### src/rtl/rv_ctrl_pkg.sv
// Shared constants for the multi-cycle RV32I control path:
// state encoding, opcodes, ALU codes and datapath mux codes.
package rv_ctrl_pkg;

  typedef enum logic [3:0] {
    S_FETCH    = 4'd0,
    S_DECODE   = 4'd1,
    S_EXEC_R   = 4'd2,
    S_EXEC_I   = 4'd3,
    S_EXEC_LUI = 4'd4,
    S_WB_ALU   = 4'd5,
    S_MEM_ADDR = 4'd6,
    S_MEM_RD   = 4'd7,
    S_WB_MEM   = 4'd8,
    S_MEM_WR   = 4'd9,
    S_BRANCH   = 4'd10,
    S_JAL      = 4'd11,
    S_ILLEGAL  = 4'd12
  } state_e;

  localparam logic [6:0] OP_R      = 7'b0110011;
  localparam logic [6:0] OP_I      = 7'b0010011;
  localparam logic [6:0] OP_LUI    = 7'b0110111;
  localparam logic [6:0] OP_LOAD   = 7'b0000011;
  localparam logic [6:0] OP_STORE  = 7'b0100011;
  localparam logic [6:0] OP_BRANCH = 7'b1100011;
  localparam logic [6:0] OP_JAL    = 7'b1101111;

  localparam logic [4:0] ALU_ADDI  = 5'd0;
  localparam logic [4:0] ALU_SLTI  = 5'd1;
  localparam logic [4:0] ALU_SLTIU = 5'd2;
  localparam logic [4:0] ALU_XORI  = 5'd3;
  localparam logic [4:0] ALU_ORI   = 5'd4;
  localparam logic [4:0] ALU_ANDI  = 5'd5;
  localparam logic [4:0] ALU_SLLI  = 5'd6;
  localparam logic [4:0] ALU_SRLI  = 5'd7;
  localparam logic [4:0] ALU_SRAI  = 5'd8;
  localparam logic [4:0] ALU_ADD   = 5'd9;
  localparam logic [4:0] ALU_SUB   = 5'd10;
  localparam logic [4:0] ALU_SLL   = 5'd11;
  localparam logic [4:0] ALU_SLT   = 5'd12;
  localparam logic [4:0] ALU_SLTU  = 5'd13;
  localparam logic [4:0] ALU_XOR   = 5'd14;
  localparam logic [4:0] ALU_SRL   = 5'd15;
  localparam logic [4:0] ALU_SRA   = 5'd16;
  localparam logic [4:0] ALU_OR    = 5'd17;
  localparam logic [4:0] ALU_AND   = 5'd18;
  localparam logic [4:0] ALU_LUI   = 5'd19;

  localparam logic [1:0] SRCA_PC    = 2'd0;
  localparam logic [1:0] SRCA_RS1   = 2'd1;
  localparam logic [1:0] SRCA_OLDPC = 2'd2;
  localparam logic [1:0] SRCB_RS2   = 2'd0;
  localparam logic [1:0] SRCB_IMM   = 2'd1;
  localparam logic [1:0] SRCB_4     = 2'd2;
  localparam logic [1:0] WB_ALUOUT  = 2'd0;
  localparam logic [1:0] WB_MDR     = 2'd1;
  localparam logic [1:0] WB_PC      = 2'd2;

  localparam logic [2:0] IMM_I = 3'd0;
  localparam logic [2:0] IMM_S = 3'd1;
  localparam logic [2:0] IMM_B = 3'd2;
  localparam logic [2:0] IMM_U = 3'd3;
  localparam logic [2:0] IMM_J = 3'd4;

  function automatic logic [2:0] imm_of(input logic [6:0] op);
    unique case (op)
      OP_STORE:  imm_of = IMM_S;
      OP_BRANCH: imm_of = IMM_B;
      OP_LUI:    imm_of = IMM_U;
      OP_JAL:    imm_of = IMM_J;
      default:   imm_of = IMM_I;
    endcase
  endfunction

endpackage

### src/rtl/multicycle_ctrl_alu_op_table.sv
// ALU operation lookup for register and immediate arithmetic.
// Non-arithmetic opcodes fall back to ADD.
module alu_op_table
  import rv_ctrl_pkg::*;
(
  input  logic [6:0] opcode_i,
  input  logic [2:0] funct3_i,
  input  logic       inst30_i,
  output logic [4:0] alu_sel_o
);

  always_comb begin
    alu_sel_o = ALU_ADD;
    if (opcode_i == OP_R) begin
      unique case (funct3_i)
        3'b000: alu_sel_o = inst30_i ? ALU_SUB : ALU_ADD;
        3'b001: alu_sel_o = ALU_SLL;
        3'b010: alu_sel_o = ALU_SLT;
        3'b011: alu_sel_o = ALU_SLTU;
        3'b100: alu_sel_o = ALU_XOR;
        3'b101: alu_sel_o = inst30_i ? ALU_SRA : ALU_SRL;
        3'b110: alu_sel_o = ALU_OR;
        default: alu_sel_o = ALU_AND;
      endcase
    end else if (opcode_i == OP_I) begin
      unique case (funct3_i)
        3'b000: alu_sel_o = ALU_ADDI;
        3'b001: alu_sel_o = ALU_SLLI;
        3'b010: alu_sel_o = ALU_SLTI;
        3'b011: alu_sel_o = ALU_SLTIU;
        3'b100: alu_sel_o = ALU_XORI;
        3'b101: alu_sel_o = inst30_i ? ALU_SRAI : ALU_SRLI;
        3'b110: alu_sel_o = ALU_ORI;
        default: alu_sel_o = ALU_ANDI;
      endcase
    end
  end

endmodule

### src/rtl/multicycle_ctrl.sv
// Main control FSM of the multi-cycle RV32I core.
// Outputs decode combinationally from state so reset drops them at once.
module multicycle_ctrl
  import rv_ctrl_pkg::*;
#(
  parameter bit ILLEGAL_HALT = 1'b1,
  parameter int STATE_W      = 4
) (
  input  logic               clk,
  input  logic               rst_n,
  input  logic [31:0]        Inst,
  input  logic               mem_ready,
  input  logic               alu_zero,
  input  logic               alu_lsb,
  output logic               mem_req,
  output logic               mem_we,
  output logic               IorD,
  output logic               IRWrite,
  output logic               PCWrite,
  output logic               PCSrc,
  output logic [1:0]         ALUSrcA,
  output logic [1:0]         ALUSrcB,
  output logic [4:0]         ALUSel,
  output logic [2:0]         ImmSel,
  output logic               RegWrite,
  output logic [1:0]         WBSel,
  output logic               illegal,
  output logic [STATE_W-1:0] state_dbg
);

  state_e     state_q, state_d;
  logic [6:0] opcode;
  logic [2:0] funct3;
  logic [4:0] arith_sel;
  logic       taken;
  logic       unused_inst;

  assign opcode      = Inst[6:0];
  assign funct3      = Inst[14:12];
  assign unused_inst = ^{Inst[31], Inst[29:15], Inst[11:7]};

  alu_op_table u_alu_op_table (
    .opcode_i  (opcode),
    .funct3_i  (funct3),
    .inst30_i  (Inst[30]),
    .alu_sel_o (arith_sel)
  );

  always_comb begin
    state_d  = state_q;
    mem_req  = 1'b0;
    mem_we   = 1'b0;
    IorD     = 1'b0;
    IRWrite  = 1'b0;
    PCWrite  = 1'b0;
    PCSrc    = 1'b0;
    ALUSrcA  = SRCA_PC;
    ALUSrcB  = SRCB_RS2;
    ALUSel   = ALU_ADD;
    ImmSel   = imm_of(opcode);
    RegWrite = 1'b0;
    WBSel    = WB_ALUOUT;
    illegal  = 1'b0;
    taken    = 1'b0;
    unique case (state_q)
      S_FETCH: begin
        mem_req = 1'b1;
        ALUSrcB = SRCB_4;
        if (mem_ready) begin
          IRWrite = 1'b1;
          PCWrite = 1'b1;
          state_d = S_DECODE;
        end
      end
      S_DECODE: begin
        ALUSrcA = SRCA_OLDPC;
        ALUSrcB = SRCB_IMM;
        unique case (opcode)
          OP_R:      state_d = S_EXEC_R;
          OP_I:      state_d = S_EXEC_I;
          OP_LUI:    state_d = S_EXEC_LUI;
          OP_LOAD:   state_d = S_MEM_ADDR;
          OP_STORE:  state_d = S_MEM_ADDR;
          OP_BRANCH: state_d = S_BRANCH;
          OP_JAL:    state_d = S_JAL;
          default:   state_d = S_ILLEGAL;
        endcase
      end
      S_EXEC_R: begin
        ALUSrcA = SRCA_RS1;
        ALUSel  = arith_sel;
        state_d = S_WB_ALU;
      end
      S_EXEC_I: begin
        ALUSrcA = SRCA_RS1;
        ALUSrcB = SRCB_IMM;
        ALUSel  = arith_sel;
        state_d = S_WB_ALU;
      end
      S_EXEC_LUI: begin
        ALUSrcB = SRCB_IMM;
        ALUSel  = ALU_LUI;
        state_d = S_WB_ALU;
      end
      S_WB_ALU: begin
        RegWrite = 1'b1;
        state_d  = S_FETCH;
      end
      S_MEM_ADDR: begin
        ALUSrcA = SRCA_RS1;
        ALUSrcB = SRCB_IMM;
        state_d = (opcode == OP_STORE) ? S_MEM_WR : S_MEM_RD;
      end
      S_MEM_RD: begin
        mem_req = 1'b1;
        IorD    = 1'b1;
        if (mem_ready) state_d = S_WB_MEM;
      end
      S_WB_MEM: begin
        RegWrite = 1'b1;
        WBSel    = WB_MDR;
        state_d  = S_FETCH;
      end
      S_MEM_WR: begin
        mem_req = 1'b1;
        mem_we  = 1'b1;
        IorD    = 1'b1;
        if (mem_ready) state_d = S_FETCH;
      end
      S_BRANCH: begin
        ALUSrcA = SRCA_RS1;
        state_d = S_FETCH;
        unique case (funct3)
          3'b000: begin ALUSel = ALU_SUB;  taken = alu_zero;  end
          3'b001: begin ALUSel = ALU_SUB;  taken = !alu_zero; end
          3'b100: begin ALUSel = ALU_SLT;  taken = alu_lsb;   end
          3'b101: begin ALUSel = ALU_SLT;  taken = !alu_lsb;  end
          3'b110: begin ALUSel = ALU_SLTU; taken = alu_lsb;   end
          3'b111: begin ALUSel = ALU_SLTU; taken = !alu_lsb;  end
          default: state_d = S_ILLEGAL;
        endcase
        PCWrite = taken;
        PCSrc   = taken;
      end
      S_JAL: begin
        RegWrite = 1'b1;
        WBSel    = WB_PC;
        PCWrite  = 1'b1;
        PCSrc    = 1'b1;
        state_d  = S_FETCH;
      end
      S_ILLEGAL: begin
        illegal = 1'b1;
        state_d = ILLEGAL_HALT ? S_ILLEGAL : S_FETCH;
      end
      default: state_d = S_FETCH;
    endcase
    // Held reset masks every strobe so an abandoned access writes nothing
    if (!rst_n) begin
      mem_req  = 1'b0;
      mem_we   = 1'b0;
      IorD     = 1'b0;
      IRWrite  = 1'b0;
      PCWrite  = 1'b0;
      PCSrc    = 1'b0;
      ALUSrcA  = SRCA_PC;
      ALUSrcB  = SRCB_RS2;
      ALUSel   = ALU_ADD;
      ImmSel   = IMM_I;
      RegWrite = 1'b0;
      WBSel    = WB_ALUOUT;
      illegal  = 1'b0;
    end
  end

  assign state_dbg = rst_n ? STATE_W'(state_q) : '0;

  always_ff @(posedge clk or negedge rst_n) begin
    if (!rst_n) state_q <= S_FETCH;
    else        state_q <= state_d;
  end

endmodule

### config.mk
export PLATFORM = sky130hd
export DESIGN_NAME = multicycle_ctrl
export DESIGN_NICKNAME = d
export VERILOG_FILES = /design/src/rtl/rv_ctrl_pkg.sv /design/src/rtl/multicycle_ctrl_alu_op_table.sv /design/src/rtl/multicycle_ctrl.sv
export SDC_FILE = /design/constraint.sdc
export NUM_CORES = 1
export LEC_CHECK = 0
export CORE_MARGIN = 4
export CORE_UTILIZATION = 30
export CTS_CLUSTER_DIAMETER = 120
export DETAILED_ROUTE_END_ITERATION = 10
export PLACE_DENSITY_LB_ADDON = 0.1
export SYNTH_ARGS = -nofsm -noshare
export SYNTH_HDL_FRONTEND = slang
export SYNTH_SLANG_ARGS = --single-unit
### constraint.sdc
create_clock -name clk -period 5.9 [get_ports clk]
set_input_delay 1.77 -clock clk [delete_from_list [all_inputs] [get_ports clk]]
set_output_delay 1.77 -clock clk [all_outputs]
set_load 0.05 [all_outputs]
==> flow_metrics.py, run 1 <==
metrics = {
    "status": {
        "status": "completed",
    },
    "detailed_routing": {
        "ant_nets": 0,
        "remaining_drc_errors": 0,
        "firstDrtPassIters": 4,
        "via_per_inst": 5.20,
        "via_count": 1197,
        "drt-total-wl_mm": 2.96,
        "wl_per_cell_um": 12.9,
        "drt-initial-drc-count": 56,
    },
    "global_route": {
        "antenna_found_initial": 0,
        "grt_pass1_vias": 1114,
        "track_usage": 0.146,
        "grt_max_degree": 21,
        "grt_overflow": 0,
        "grt_pass1_wl_mm": 5.11,
    },
    "synth": {
        "synthDistinctLibCells": 49,
        "avgSynthCellArea_um2": 6.60,
        "ys_ff_latch": 4,
        "ys_seq_area_frac": 0.101,
        "ys_async_sr_fraction": 1.00,
        "synth-edff-count": 0,
        "synth_cells": 150,
        "synth_fp_nets": 187,
        "syn_area_um2": 990,
        "synth_ff_type": "dfrtp_1",
        "yosysWarnings": 0,
    },
    "sta": {
        "rsz0062_at_grt": "no",
        "slew_violations": 0,
        "tns_ns": 0,
        "tightest_slew_ns": 0.624,
        "hold_violations": 0,
        "min_period_ns": 5.70,
        "slew_headroom": 0.584,
        "fin_crit_sh": 0.967,
        "fmax_ghz": 0.175,
        "setup_viol": 0,
        "skew_ns": 0.00754,
    },
    "layout": {
        "ff_latch_area_um2": 100,
        "drive_gt1_frac": 0.167,
        "fin_nets": 225,
        "antenna_cells": 0,
        "mostFrequentLayoutCell": "clkdlybuf4s50_1",
        "largest-register": "state_q",
        "fillers": 343,
        "largest_reg_flops": 4,
        "multi_input_area_um2": 792,
        "reg_top3": "state_q (4)",
        "syn2layout_area_growth_pct": 46.5,
        "layout_common_cells": "28 x clkdlybuf4s50_1, 19 x nand2_1, 14 x buf_4",
    },
    "setup_path": {
        "startpoint": "Inst[6]",
        "rr_worst_depth": 3,
        "start_kind": "primary input",
        "cp.required_ns": 4.13,
        "cp.arrival_ns": 3.93,
        "worstReg2RegStart": "state_q[0]",
        "crit_path_end_kind": "output port",
        "path_max_fanout": 5,
        "critical_path_class": "primary input to output port",
    },
    "clock_tree": {
        "cts_setup_buffers": 0,
        "cts.path.max_buffers": 2,
        "hold_buffers": 0,
        "cts_sinks": 4,
        "insertion_delay_ns": 0.24,
        "cts_tree": "done",
        "numCtsBuffers": 3,
        "clk_pin_slew_worst_paths_ns": 0.03,
        "cts_resized": 0,
        "htreeDepth": 1,
        "clockRootBuffer": "clkbuf_4",
    },
    "floorplanning": {
        "dieHeight_um": 65.4,
        "dieArea_um2": 4280,
        "die_x_um": 65.4,
        "start_util": 0.319,
        "io_pins": 63,
        "core.rowCount": 20,
        "core_um2": 3100,
    },
    "power": {
        "finalPower_w": 0.000436,
        "ir_worst_vdd_v": 0.000140,
        "power_density_nw_per_um2": 300,
        "power_leakage_nw": 0.569,
    },
    "worst_hold_path": {
        "hold_depth": 2,
        "hold_path.class": "register to register",
        "hp-start": "state_q[1]",
    },
    "placement": {
        "port_buffers": 41,
        "gp_congestion": 0.845,
        "dp_hpwl_mm": 2.29,
    },
    "flow_run": {
        "cap_violations": 0,
    },
}
## area by class of cell
type	instances	area share
Tap cell	44	0.0380
Sequential cell	4	0.0690
Multi-Input combinational cell	129	0.546
Timing Repair Buffer	46	0.321
Inverter	4	0.0104
Clock buffer	3	0.0155
## worst paths after layout
| check | endpoint | slack [ns] |
|---|---|---|
| setup reg to reg | state_q[2] | 4.10 |
| hold reg to reg | state_q[1] | 0.85 |
| min in group asynchronous | state_q[2] | 1.89 |
| max in group asynchronous | state_q[3] | 3.57 |
| setup / recovery | ALUSel[4] | 0.20 |
| hold / removal | state_q[1] | 0.85 |
## where the power goes
group / leakage [nW] / switching, W / internal (W) / total, W
clock: 0.0138 / 0.0000113 / 0.0000227 / 0.0000340
sequential: 0.0516 / 0.0000470 / 0.0000367 / 0.0000838
combinational: 0.503 / 0.000189 / 0.000128 / 0.000318
total: 0.569 / 0.000248 / 0.000188 / 0.000436
## cells in the mapped netlist, drive strengths merged, types with 2 or more instances
library cell	number	area (µm²)
nand2	19	71.3
nor2	13	48.8
clkbuf	10	57.6
a21oi	9	45.0
and2	9	57.6
o21ai	9	45.0
nor3	7	35.0
o22ai	5	31.3
xor2	5	43.8
dfrtp	4	100
inv	4	15.0
nand2b	4	25.0
nor2b	4	25.0
or3	4	26.3
a211o	3	26.3
buf	3	26.3
a21o	2	15.0
and3	2	12.5
mux2i	2	20.0
nand4	2	12.5
nor4	2	12.5
o31ai	2	15.0
o32ai	2	17.5
or2	2	12.5
xnor2	2	17.5
## worst max-delay path, stage by stage
cell,delay (ns)
clkdlybuf4s50_1,0.46
or4b_4,0.59
or3_1,0.35
or3_1,0.30
a21oi_1,0.28
buf_12,0.18
## metal layers
layer | part of all wire | track usage | up-vias
met2 | 0.46 | 0.240 | 41
li1 | - | - | 615
met3 | 0.066 | 0.0239 | 2
met1 | 0.47 | 0.200 | 539
met4 | 0.0057 | 0.0311 | 0
met5 | 0 | 0 | -
## stage by stage
step / hold WS, ns / std cells / instance area [µm²] / utilization / setup slack, ns
floorplan: 0.668 / 150 / 991 / - / 0.0109
global placement: 0.844 / 227 / 1430 / 0.460 / 0.165
detailed placement: 0.848 / 227 / 1430 / 0.460 / 0.209
CTS: 0.848 / 230 / 1450 / 0.467 / 0.198
global route: 0.928 / 230 / 1450 / 0.467 / 0.118
finish: 0.846 / 230 / 1450 / 0.467 / 0.196
## cell families after synthesis
kind of cell | synth area share
AO/OA/AOI/OAI | 0.276
XOR/XNOR | 0.0619
buffers and inverters | 0.0999
flip-flops | 0.101
multiplexers | 0.0202
AND/OR/NAND/NOR | 0.441
No activity file was read; power rests on OpenSTA's default activity.
==> run 2: changes to the inputs <==
clock period = 5.11 ns   (was 5.9 ns; I/O delays follow)
==> run 2 against run 1 <==
Global-route usage grew 0.33 points. Combinational power grew 24%. Non-clock buffer count grew 7. Critical endpoint unchanged. Die area is the same. Clock power grew 12%. First-iteration DRC count grew 3.6%. Worst hold slack gained 0.0054 ns. Register-to-register slack lost 0.77 ns. Design area grew 14%. Critical path type unchanged.
==> flow_metrics.py, run 2 (same netlist as run 1, synthesis figures left out) <==
metrics = {
    "placement": {
        "port_buffers": 41,
        "gp_congestion": 0.878,
        "dpl_cell_area_um2": 1590,
        "dp_cells": 233,
        "dpl_worst_slack_ns": 0.00191,
        "dp_hpwl_mm": 2.38,
    },
    "floorplanning": {
        "core.rowCount": 20,
        "die_x_um": 65.4,
        "dieHeight_um": 65.4,
        "core_um2": 3100,
        "start_util": 0.319,
        "io_pins": 63,
        "dieArea_um2": 4280,
    },
    "power": {
        "p_seq_frac": 0.183,
        "p_comb_frac": 0.745,
        "power_density_nw_per_um2": 321,
        "switching_share": 0.556,
        "intPower_w": 0.000235,
        "clock_power_share": 0.072,
        "power_leakage_nw": 0.695,
        "netSwitchingPower_w": 0.000295,
        "ir_worst_vdd_v": 0.000203,
    },
    "layout": {
        "fillers": 319,
        "largest_reg_flops": 4,
        "layout_common_cells": "23 x buf_4, 19 x nand2_1, 15 x buf_12",
        "mostFrequentLayoutCell": "buf_4",
        "syn2layout_area_growth_pct": 66.8,
        "postLayoutCellArea_um2": 1650,
        "drive_gt1_frac": 0.290,
        "fin_nets": 232,
        "largest-register": "state_q",
        "antenna_cells": 0,
        "fin_cells": 237,
        "reg_top3": "state_q (4)",
        "fin_util": 0.532,
    },
    "detailed_routing": {
        "wl_per_cell_um": 12.7,
        "ant_nets": 0,
        "via_per_inst": 5.19,
        "remaining_drc_errors": 0,
        "firstDrtPassIters": 4,
        "drt-initial-drc-count": 58,
        "via_count": 1230,
        "drt-total-wl_mm": 3.00,
    },
    "clock_tree": {
        "clk_pin_slew_worst_paths_ns": 0.03,
        "hold_buffers": 0,
        "cts_tree": "done",
        "htreeDepth": 1,
        "cts.path.max_buffers": 2,
        "numCtsBuffers": 3,
        "clockRootBuffer": "clkbuf_4",
        "insertion_delay_ns": 0.23,
        "cts_sinks": 4,
    },
    "global_route": {
        "grt_pass1_wl_mm": 5.29,
        "grt_max_degree": 21,
        "track_usage": 0.150,
        "grt_pass1_vias": 1156,
        "grt_overflow": 0,
        "antenna_found_initial": 0,
    },
    "setup_path": {
        "cpPeakStageDelay_ns": 0.56,
        "cp_cell_sequence": "dlymetal6s2s_1 > or4b_4 > or3_1 > or3_4 > a21oi_4 > buf_12",
        "crit_family": "simple AND/OR/NAND/NOR gates",
        "cp_slowest_cell": "or4b_4",
        "crit_path_end_kind": "output port",
        "cp.buffers_inverters": 2,
        "critical_path_class": "primary input to output port",
        "cp.required_ns": 3.58,
        "cp.arrival_ns": 3.34,
        "start_kind": "primary input",
        "path_max_fanout": 4,
    },
    "sta": {
        "timing.hold.ws_ns": 0.851,
        "skew_ns": 0.00441,
        "slew_headroom": 0.574,
        "min_period_ns": 4.88,
        "fmax_ghz": 0.205,
        "slew_violations": 0,
        "tightest_slew_ns": 0.640,
        "fin_crit_sh": 0.954,
        "hold_violations": 0,
        "setup_viol": 0,
        "worst_slack_ns": 0.235,
        "rsz0062_at_grt": "no",
    },
    "status": {
        "status": "completed",
    },
    "worst_hold_path": {
        "hold_path.class": "register to register",
    },
    "flow_run": {
        "cap_violations": 0,
    },
}
-- run 2: power by group through the flow --
stage          combinational, W  sequential (W)  clock [W]
6_report               0.000395       0.0000973  0.0000380
5_1_grt                0.000422        0.000104  0.0000433
4_1_cts                0.000394       0.0000960  0.0000401
3_5_place_dp           0.000392       0.0000965          0
3_3_place_gp           0.000391       0.0000964          0
2_1_floorplan          0.000315       0.0000512          0
-- run 2: cell type report --
class / count / area [µm²] / share of cell area
clock buffer: 3 / 22.5 / 0.0136
inverter: 4 / 15.0 / 0.00910
multi-input combinational: 129 / 825 / 0.500
sequential: 4 / 100 / 0.0607
tap: 44 / 55.1 / 0.0334
timing repair buffer: 53 / 633 / 0.384
-- run 2: through the flow --
stage	total power [W]	setup TNS [ns]
after floorplan	0.000366	0
after global placement	0.000488	-0.00118
after detailed placement	0.000489	0
after CTS	0.000530	0
after global routing	0.000570	0
final	0.000530	0
-- run 2: metal layers --
metal  share of wire  track usage
met3           0.050       0.0222
met2            0.49        0.248
met1            0.46        0.204
met4               0       0.0337
met5               0            0
-- run 2: worst paths after layout --
path	startpoint	endpoint	slack, ns	cells after the start
min	state_q[1]	state_q[1]	0.85	2
min in group asynchronous	rst_n	state_q[0]	1.92	2
max in group asynchronous	rst_n	state_q[3]	3.09	2
max reg2reg	state_q[0]	state_q[2]	3.33	3
max	Inst[6]	ALUSel[4]	0.23	6
min reg2reg	state_q[1]	state_q[1]	0.85	2
-- run 2: tightest hold or removal path: stages (launching register included) --
cell and delay, ns:
dfrtp_1 0.54, nand4_1 0.20, nand2_1 0.06
-- run 2: repair_timing --
item | CTS | global route
endpoints found under the setup margin | 1 | 3
gates cloned | 0 | 0
resized for setup | 0 | 7
pin swaps | 1 | 4
buffers inserted | 0 | 1
